<file path="config.mk">
export PLATFORM = sky130hd
export DESIGN_NAME = mem_bist_ctrl_flat
export DESIGN_NICKNAME = d
export VERILOG_FILES = /design/src/rtl/mem_bist_pkg.sv /design/src/rtl/mem_bist_if.sv /design/src/rtl/mem_bist_rdpipe.sv /design/src/rtl/mem_bist_ctrl.sv /design/src/flat_wrapper.sv
export SDC_FILE = /design/constraint.sdc
export NUM_CORES = 1
export LEC_CHECK = 0
export BUFFER_PORTS_ARGS = -buffer_cell sky130_fd_sc_hd__buf_2
export CAP_MARGIN = 20
export CORE_UTILIZATION = 50
export DETAILED_ROUTE_END_ITERATION = 12
export PLACE_DENSITY = 0.73
export SETUP_SLACK_MARGIN = 0.3
export SLEW_MARGIN = 20
export SYNTH_ARGS = -nofsm -noshare
export SYNTH_HDL_FRONTEND = slang
export SYNTH_SLANG_ARGS = --single-unit
</file>
<file path="constraint.sdc">
create_clock -name clk_i -period 7.1 [get_ports clk_i]
set_clock_uncertainty 0.05 [all_clocks]
set_input_delay 0.355 -clock clk_i [delete_from_list [all_inputs] [get_ports clk_i]]
set_output_delay 0.355 -clock clk_i [all_outputs]
set_load 0.01 [all_outputs]
</file>
<file path="src/rtl/mem_bist_pkg.sv">
// Shared definitions for the memory BIST controller.
//   - bist_state_e : controller FSM states
//   - bist_mode_e  : test-pattern select encodings
//   - checkerboard bit pairs and the error-counter ceiling
package mem_bist_pkg;

  typedef enum logic [2:0] {
    StIdle,
    StWrite,
    StRead,
    StDrain,
    StDone
  } bist_state_e;

  typedef enum logic [1:0] {
    ModeAddr    = 2'd0,  // data = address, zero-extended or truncated
    ModeAddrInv = 2'd1,  // data = ~address
    ModeChecker = 2'd2,  // 0xAAAA.. on even addresses, 0x5555.. on odd
    ModeOnes    = 2'd3   // data = all ones
  } bist_mode_e;

  // Two-bit seeds that are replicated across the word: bit i takes seed[i % 2].
  localparam logic [1:0] CheckerEvenPair = 2'b10;  // ...1010 -> 0xAAAA
  localparam logic [1:0] CheckerOddPair  = 2'b01;  // ...0101 -> 0x5555

  localparam logic [15:0] ErrCountMax = 16'hFFFF;

endpackage

</file>
<file path="src/rtl/mem_bist_if.sv">
// Bundle of the BIST host handshake and the memory port.
//   master : the BIST controller (drives memory address/data/enables and status)
//   slave  : host + memory side (drives start/mode and the memory read data)
interface mem_bist_if #(
  parameter int unsigned DATA_WIDTH = 16,
  parameter int unsigned ADDR_WIDTH = 16
);

  // Host control / status
  logic                  start;
  logic [1:0]            mode;
  logic                  busy;
  logic                  done;
  logic                  pass;
  logic [15:0]           err_count;
  logic [ADDR_WIDTH-1:0] first_err_addr;

  // Memory port
  logic [ADDR_WIDTH-1:0] address;
  logic [DATA_WIDTH-1:0] data_in;
  logic                  write_ena;
  logic                  read_ena;
  logic [DATA_WIDTH-1:0] data_out;

  modport master (
    input  start, mode, data_out,
    output address, data_in, write_ena, read_ena,
    output busy, done, pass, err_count, first_err_addr
  );

  modport slave (
    output start, mode, data_out,
    input  address, data_in, write_ena, read_ena,
    input  busy, done, pass, err_count, first_err_addr
  );

endinterface

</file>
<file path="src/rtl/mem_bist_rdpipe.sv">
// RD_LAT-deep shift register that carries each read's {valid, expected data,
// address} alongside the memory access so it reaches the compare stage in the
// same cycle as the memory's read data.
//   clk_i, rst_i            : clock, synchronous active-high reset (clears all stages)
//   valid_i/exp_data_i/addr_i : read issued this cycle and what it should return
//   valid_o/exp_data_o/addr_o : same tuple, RD_LAT cycles later
module mem_bist_rdpipe #(
  parameter int unsigned DATA_WIDTH = 16,
  parameter int unsigned ADDR_WIDTH = 16,
  parameter int unsigned RD_LAT     = 1
) (
  input  logic                  clk_i,
  input  logic                  rst_i,
  input  logic                  valid_i,
  input  logic [DATA_WIDTH-1:0] exp_data_i,
  input  logic [ADDR_WIDTH-1:0] addr_i,
  output logic                  valid_o,
  output logic [DATA_WIDTH-1:0] exp_data_o,
  output logic [ADDR_WIDTH-1:0] addr_o
);

  localparam int unsigned StageW = 1 + DATA_WIDTH + ADDR_WIDTH;

  logic [StageW-1:0] stage_q [RD_LAT];

  // Reset clears every stage so compares in flight are dropped.
  always_ff @(posedge clk_i) begin
    if (rst_i) begin
      for (int i = 0; i < RD_LAT; i++) begin
        stage_q[i] <= '0;
      end
    end else begin
      stage_q[0] <= {valid_i, exp_data_i, addr_i};
      for (int i = 1; i < RD_LAT; i++) begin
        stage_q[i] <= stage_q[i-1];
      end
    end
  end

  assign {valid_o, exp_data_o, addr_o} = stage_q[RD_LAT-1];

endmodule

</file>
<file path="src/rtl/mem_bist_ctrl.sv">
// Memory BIST controller: writes a pattern to addresses 0..DEPTH-1, reads them
// back, compares each word RD_LAT cycles after its read and reports the result.
//   clk_i   : rising-edge clock
//   rst_i   : synchronous active-high reset; aborts a run and zeroes all outputs
//   bist_io : master side of mem_bist_if
//             start/mode in, data_out in (memory read data)
//             address/data_in/write_ena/read_ena out (memory port)
//             busy/done/pass/err_count/first_err_addr out (status)
// Done rises 2*DEPTH+RD_LAT edges after the edge that accepts start.
module mem_bist_ctrl
  import mem_bist_pkg::*;
#(
  parameter int unsigned DATA_WIDTH = 16,
  parameter int unsigned ADDR_WIDTH = 16,
  parameter int unsigned DEPTH      = 1024,
  parameter int unsigned RD_LAT     = 1
) (
  input logic       clk_i,
  input logic       rst_i,
  mem_bist_if.master bist_io
);

  localparam int unsigned DrainW = (RD_LAT > 1) ? $clog2(RD_LAT) : 1;
  localparam logic [ADDR_WIDTH-1:0] LastAddr  = ADDR_WIDTH'(DEPTH - 1);
  localparam logic [DrainW-1:0]     LastDrain = DrainW'(RD_LAT - 1);

  function automatic logic [DATA_WIDTH-1:0] pattern(bist_mode_e m, logic [ADDR_WIDTH-1:0] a);
    logic [DATA_WIDTH-1:0] pat;
    pat = '0;
    unique case (m)
      ModeAddr:    pat = DATA_WIDTH'(a);
      ModeAddrInv: pat = ~DATA_WIDTH'(a);
      ModeChecker: begin
        for (int i = 0; i < DATA_WIDTH; i++) begin
          pat[i] = a[0] ? CheckerOddPair[i[0]] : CheckerEvenPair[i[0]];
        end
      end
      ModeOnes:    pat = '1;
      default:     pat = '0;
    endcase
    return pat;
  endfunction

  bist_state_e           state_q;
  bist_mode_e            mode_q;
  logic [ADDR_WIDTH-1:0] addr_q;
  logic [DrainW-1:0]     drain_q;
  logic                  we_q;
  logic                  re_q;
  logic [DATA_WIDTH-1:0] data_in_q;
  logic                  busy_q;
  logic                  done_q;
  logic                  pass_q;
  logic [15:0]           err_count_q, err_count_d;
  logic [ADDR_WIDTH-1:0] first_err_q, first_err_d;

  logic                  start_ok;
  logic [DATA_WIDTH-1:0] rd_exp;
  logic                  cmp_valid;
  logic [DATA_WIDTH-1:0] cmp_exp;
  logic [ADDR_WIDTH-1:0] cmp_addr;

  // Start is only honoured when no run is active.
  assign start_ok = bist_io.start && ((state_q == StIdle) || (state_q == StDone));

  // ---------------------------------------------------------------------------
  // Controller FSM with registered memory-port and status outputs
  // ---------------------------------------------------------------------------
  always_ff @(posedge clk_i) begin
    if (rst_i) begin
      state_q   <= StIdle;
      mode_q    <= ModeAddr;
      addr_q    <= '0;
      drain_q   <= '0;
      we_q      <= 1'b0;
      re_q      <= 1'b0;
      data_in_q <= '0;
      busy_q    <= 1'b0;
      done_q    <= 1'b0;
      pass_q    <= 1'b0;
    end else begin
      unique case (state_q)
        StIdle, StDone: begin
          if (start_ok) begin
            state_q   <= StWrite;
            mode_q    <= bist_mode_e'(bist_io.mode);
            addr_q    <= '0;
            we_q      <= 1'b1;
            data_in_q <= pattern(bist_mode_e'(bist_io.mode), '0);
            busy_q    <= 1'b1;
            done_q    <= 1'b0;
            pass_q    <= 1'b0;
          end
        end
        StWrite: begin
          if (addr_q == LastAddr) begin
            state_q   <= StRead;
            addr_q    <= '0;
            we_q      <= 1'b0;
            re_q      <= 1'b1;
            data_in_q <= '0;
          end else begin
            addr_q    <= addr_q + ADDR_WIDTH'(1);
            data_in_q <= pattern(mode_q, addr_q + ADDR_WIDTH'(1));
          end
        end
        StRead: begin
          if (addr_q == LastAddr) begin
            state_q <= StDrain;
            addr_q  <= '0;
            re_q    <= 1'b0;
            drain_q <= '0;
          end else begin
            addr_q <= addr_q + ADDR_WIDTH'(1);
          end
        end
        StDrain: begin
          if (drain_q == LastDrain) begin
            state_q <= StDone;
            busy_q  <= 1'b0;
            done_q  <= 1'b1;
            // The final compare lands on this same edge, so look at the next count.
            pass_q  <= (err_count_d == '0);
          end else begin
            drain_q <= drain_q + DrainW'(1);
          end
        end
        default: state_q <= StIdle;
      endcase
    end
  end

  // ---------------------------------------------------------------------------
  // Expected-data pipeline and compare
  // ---------------------------------------------------------------------------
  assign rd_exp = pattern(mode_q, addr_q);

  mem_bist_rdpipe #(
    .DATA_WIDTH (DATA_WIDTH),
    .ADDR_WIDTH (ADDR_WIDTH),
    .RD_LAT     (RD_LAT)
  ) u_rdpipe (
    .clk_i      (clk_i),
    .rst_i      (rst_i),
    .valid_i    (re_q),
    .exp_data_i (rd_exp),
    .addr_i     (addr_q),
    .valid_o    (cmp_valid),
    .exp_data_o (cmp_exp),
    .addr_o     (cmp_addr)
  );

  always_comb begin
    err_count_d = err_count_q;
    first_err_d = first_err_q;
    if (start_ok) begin
      err_count_d = '0;
      first_err_d = '0;
    end else if (cmp_valid && (bist_io.data_out != cmp_exp)) begin
      // Count never returns to zero within a run, so zero marks the first miss.
      if (err_count_q == '0) begin
        first_err_d = cmp_addr;
      end
      if (err_count_q != ErrCountMax) begin
        err_count_d = err_count_q + 16'd1;
      end
    end
  end

  always_ff @(posedge clk_i) begin
    if (rst_i) begin
      err_count_q <= '0;
      first_err_q <= '0;
    end else begin
      err_count_q <= err_count_d;
      first_err_q <= first_err_d;
    end
  end

  assign bist_io.address        = addr_q;
  assign bist_io.data_in        = data_in_q;
  assign bist_io.write_ena      = we_q;
  assign bist_io.read_ena       = re_q;
  assign bist_io.busy           = busy_q;
  assign bist_io.done           = done_q;
  assign bist_io.pass           = pass_q;
  assign bist_io.err_count      = err_count_q;
  assign bist_io.first_err_addr = first_err_q;

endmodule

</file>
<file path="src/flat_wrapper.sv">
// flat-port wrapper written by rule: the top's interface ports become plain ports
module mem_bist_ctrl_flat import mem_bist_pkg::*;
#(
  parameter int unsigned DATA_WIDTH = 16,
  parameter int unsigned ADDR_WIDTH = 16,
  parameter int unsigned DEPTH      = 1024,
  parameter int unsigned RD_LAT     = 1
)
  (clk_i, rst_i, bist_io_start, bist_io_mode, bist_io_data_out, bist_io_address, bist_io_data_in, bist_io_write_ena, bist_io_read_ena, bist_io_busy, bist_io_done, bist_io_pass, bist_io_err_count, bist_io_first_err_addr);
  mem_bist_if #(.DATA_WIDTH(DATA_WIDTH), .ADDR_WIDTH(ADDR_WIDTH)) bist_io_i ();
  input logic clk_i;
  input logic rst_i;
  input wire logic [$bits(bist_io_i.start)-1:0] bist_io_start;
  input wire logic [$bits(bist_io_i.mode)-1:0] bist_io_mode;
  input wire logic [$bits(bist_io_i.data_out)-1:0] bist_io_data_out;
  output wire logic [$bits(bist_io_i.address)-1:0] bist_io_address;
  output wire logic [$bits(bist_io_i.data_in)-1:0] bist_io_data_in;
  output wire logic [$bits(bist_io_i.write_ena)-1:0] bist_io_write_ena;
  output wire logic [$bits(bist_io_i.read_ena)-1:0] bist_io_read_ena;
  output wire logic [$bits(bist_io_i.busy)-1:0] bist_io_busy;
  output wire logic [$bits(bist_io_i.done)-1:0] bist_io_done;
  output wire logic [$bits(bist_io_i.pass)-1:0] bist_io_pass;
  output wire logic [$bits(bist_io_i.err_count)-1:0] bist_io_err_count;
  output wire logic [$bits(bist_io_i.first_err_addr)-1:0] bist_io_first_err_addr;
  assign bist_io_i.start = bist_io_start;
  assign bist_io_i.mode = bist_io_mode;
  assign bist_io_i.data_out = bist_io_data_out;
  assign bist_io_address = bist_io_i.address;
  assign bist_io_data_in = bist_io_i.data_in;
  assign bist_io_write_ena = bist_io_i.write_ena;
  assign bist_io_read_ena = bist_io_i.read_ena;
  assign bist_io_busy = bist_io_i.busy;
  assign bist_io_done = bist_io_i.done;
  assign bist_io_pass = bist_io_i.pass;
  assign bist_io_err_count = bist_io_i.err_count;
  assign bist_io_first_err_addr = bist_io_i.first_err_addr;
  mem_bist_ctrl #(.DATA_WIDTH(DATA_WIDTH), .ADDR_WIDTH(ADDR_WIDTH), .DEPTH(DEPTH), .RD_LAT(RD_LAT)) u_core (.clk_i(clk_i), .rst_i(rst_i), .bist_io(bist_io_i));
endmodule
</file>
==> impl_results.md <==
- Static Leakage: 0.00239 uW
- RSZ-0062 raised after global routing: no
- Number of buffers created by CTS: 9
- Final min period: 2.96 ns
- IO Pins: 90
- Synth Flop Type: dfxtp_1
- Synthesized cell area: 5070 um2
- Layout area overhead: 12.2%
- Syn nets: 643
- Die area: 10600 um2
- Max incr delay on CP: 0.89 ns
- Routed Antenna Nets: 0
- # setup viols final: 0
- Core area: 9820 um2
- Net count, final: 696
- Worst EP arrival: 3.16 ns
- Buf/Inv on CP: 1
- Clk root buf: clkbuf_8
- Fmax: 338 MHz
- Max Root-Sink Buffers: 2
- RR Startpoint: u_core.mode_q[0]
- Count leader, synth: dfxtp_1
- Worst-skew pair later-pin latency: 0.38 ns
- Hold depth: 3
- Post_cts resized: 0
- Post-layout util: 58.0%
- Crit end category: flip-flop
- Critical path's top delay family: simple AND/OR/NAND/NOR gates
- Hold Violations, Final: 0
- CTS tree: done
- Post-Syn Area per Cell: 8.19 um2
- Synth Register Bits: 107
- Dpl hpwl: 8540 um
- Ordered cell list for the critical path: clkinv_1 -> nor2_1 -> nand2_1 -> a31oi_1 -> nor3_1
- Initial Util: 51.7%
- Largest net degree at the start of global routing: 65
- H-tree lvl count: 3
- CP Launch Point: u_core.mode_q[0]
- Vias after detailed routing: 4451
- Pre-CTS setup slack: 4.23 ns
- Hold path endpoint: u_core.mode_q[0]
- Top-area cell type share of the netlist area: 42.2%
- Slowest CP cell: dfxtp_1
- Drt wl/cell: 14.9 um
- Max VDD drop: 0.119 mV
- Setup Buffers After CTS: 0
- Antenna diode count: 0
- Grt ovf: 0
- Slew Limit Fails: 0
- Seq/Total Area, Yosys: 42.2%
- Post-Synthesis Cells: 619
- Setup CP Type: reg2reg
- Die Span X: 103 um
- Worst EP required: 7.30 ns
- Post-route clock period utilization: 41.7%
- Max_slew headroom: 31.8%
- Hold_buf cts: 0
- Reg2reg end: u_core.bist_io.data_in[2]
- Hold_sp: bist_io_mode[0]
- Initial drt markers: 217
- DRT Pass-1 Iters: 6
- RePlAce Congestion: 0.889
- Netlist cell types: 55
- Reg-to-reg slack, setup: 4.14 ns
- Total clock sinks: 107
- GR Util All Layers: 23.7%
- Share of cells above drive strength 1: 18.2%
- Post-synth EDFFs: 0
- Worst slew pin tran: 1.02 ns
- Initial antenna violation count: 0
- Critical Path Fanout Max: 26
- Synth top cells by count: dfxtp_1, nor2_1, nand2_1, clkbuf_1, o21ai_0
- Outcome: finished, final reports clean
- Num rows: 36
- Hold_ws: 0.173 ns
- Die boundary height: 103 um
- Setup_tns: 0 ns
- First-pass GRT wire length: 19300 um
- Worst-path clk slew: 0.10 ns
- Setup WS post-layout: 4.14 ns
- Asr flop ratio synth: 0%
- Final wirelength: 12100 um
- Layout fillers: 951
- Vias in the first global route: 3930
- Port Buf Inserts: 89
- Max-cap violation count: 0
- DRC Markers: 0
- Warnings, synthesis: 0
- R2R depth: 5
- Yosys top cell by area: dfxtp_1
- Worst Setup Start Kind: flip-flop
- HP Class: in2reg
- Routed vias/inst: 5.50
- Synth top area cells: dfxtp_1, nor2_1, xor2_1, mux2i_1, nand2_1
- Power density over the cells: 196 nW/um2
-- tightest hold or removal path, stage by stage --
cell and delay, ns:
buf_2 0.11, nand2_1 0.05, a21oi_1 0.05
-- per-stage QoR --
step	cell area, um2	power [uW]	instances
global route	5690	1170	810
global placement	5500	769	794
floorplan	5070	735	619
detailed placement	5500	772	794
finish	5690	1120	810
CTS	5690	1120	810
-- placed cells by master (no fill, tap or decap), types with 5 or more instances in the layout --
cell type	count
nand3_1	17
a21oi_1	30
mux2i_1	22
a221oi_1	5
clkbuf_8	10
nand4_1	13
dfxtp_1	107
a22o_1	5
a31oi_1	12
xor2_1	32
buf_2	89
and2_1	7
a211oi_1	10
xnor2_1	11
inv_1	6
nor2b_1	19
nor3_1	23
nor2_1	98
and3_1	10
o21ai_0	37
nand2_1	51
-- cells by family (layout without fill, tap and decap cells) --
group,count (synthesis),in the layout,synth area share (%)
flops,107,107,42.2
fa+ha+maj,3,3,0.740
buf+inv,57,115,4.49
mux,23,23,4.56
simple gates,267,267,26.0
compound gates,119,119,14.5
xor+xnor,43,43,7.42
-- worst max path at each step --
| stage | endpoint | slack (ns) | depth (start not counted) |
|---|---|---|---|
| 2_1_floorplan | u_core.bist_io.address[11] | 4.79 | 9 |
| 3_3_place_gp | u_core.bist_io.data_in[14] | 4.30 | 9 |
| 3_5_place_dp | u_core.u_rdpipe.stage_q[0][25] | 4.23 | 4 |
| 4_1_cts | u_core.u_rdpipe.stage_q[0][25] | 4.21 | 4 |
| 5_1_grt | u_core.bist_io.data_in[9] | 3.85 | 5 |
| 6_report | u_core.bist_io.data_in[2] | 4.14 | 5 |
-- report_power, final --
part,switching [uW],internal [uW]
Clock,217,140
Sequential,18.0,620
Combinational,75.3,45.5
Total,311,806
-- sequential cells by signal, indices dropped and copies added, names as in the netlist, 2 cells and up --
register / cells
u_core.bist_io.data_in: 16
u_core.mode_q: 2
u_core.bist_io.address: 16
u_core.u_rdpipe.stage_q: 33
u_core.bist_io.first_err_addr: 16
u_core.bist_io.err_count: 16
u_core.state_q: 3
-- final cells by class --
type | count | area, um2 | share of cell area (%)
clock buffer | 10 | 138 | 2.42
clock inverter | 6 | 46.3 | 0.814
inverter | 8 | 30.0 | 0.528
sequential | 107 | 2140 | 37.6
tap | 133 | 166 | 2.92
multi-input combinational | 455 | 2710 | 47.6
timing repair buffer | 91 | 460 | 8.09
-- per-layer routing --
| layer | up-vias | track usage, % | share of wire (%) |
|---|---|---|---|
| met3 | 14 | 4.27 | 6.0 |
| met4 | 0 | 10.4 | 1.6 |
| met2 | 141 | 36.6 | 45 |
| met5 | - | 0 | 0 |
| li1 | 2239 | - | - |
| met1 | 2057 | 32.5 | 47 |
No activity file was read; power rests on OpenSTA's default activity.
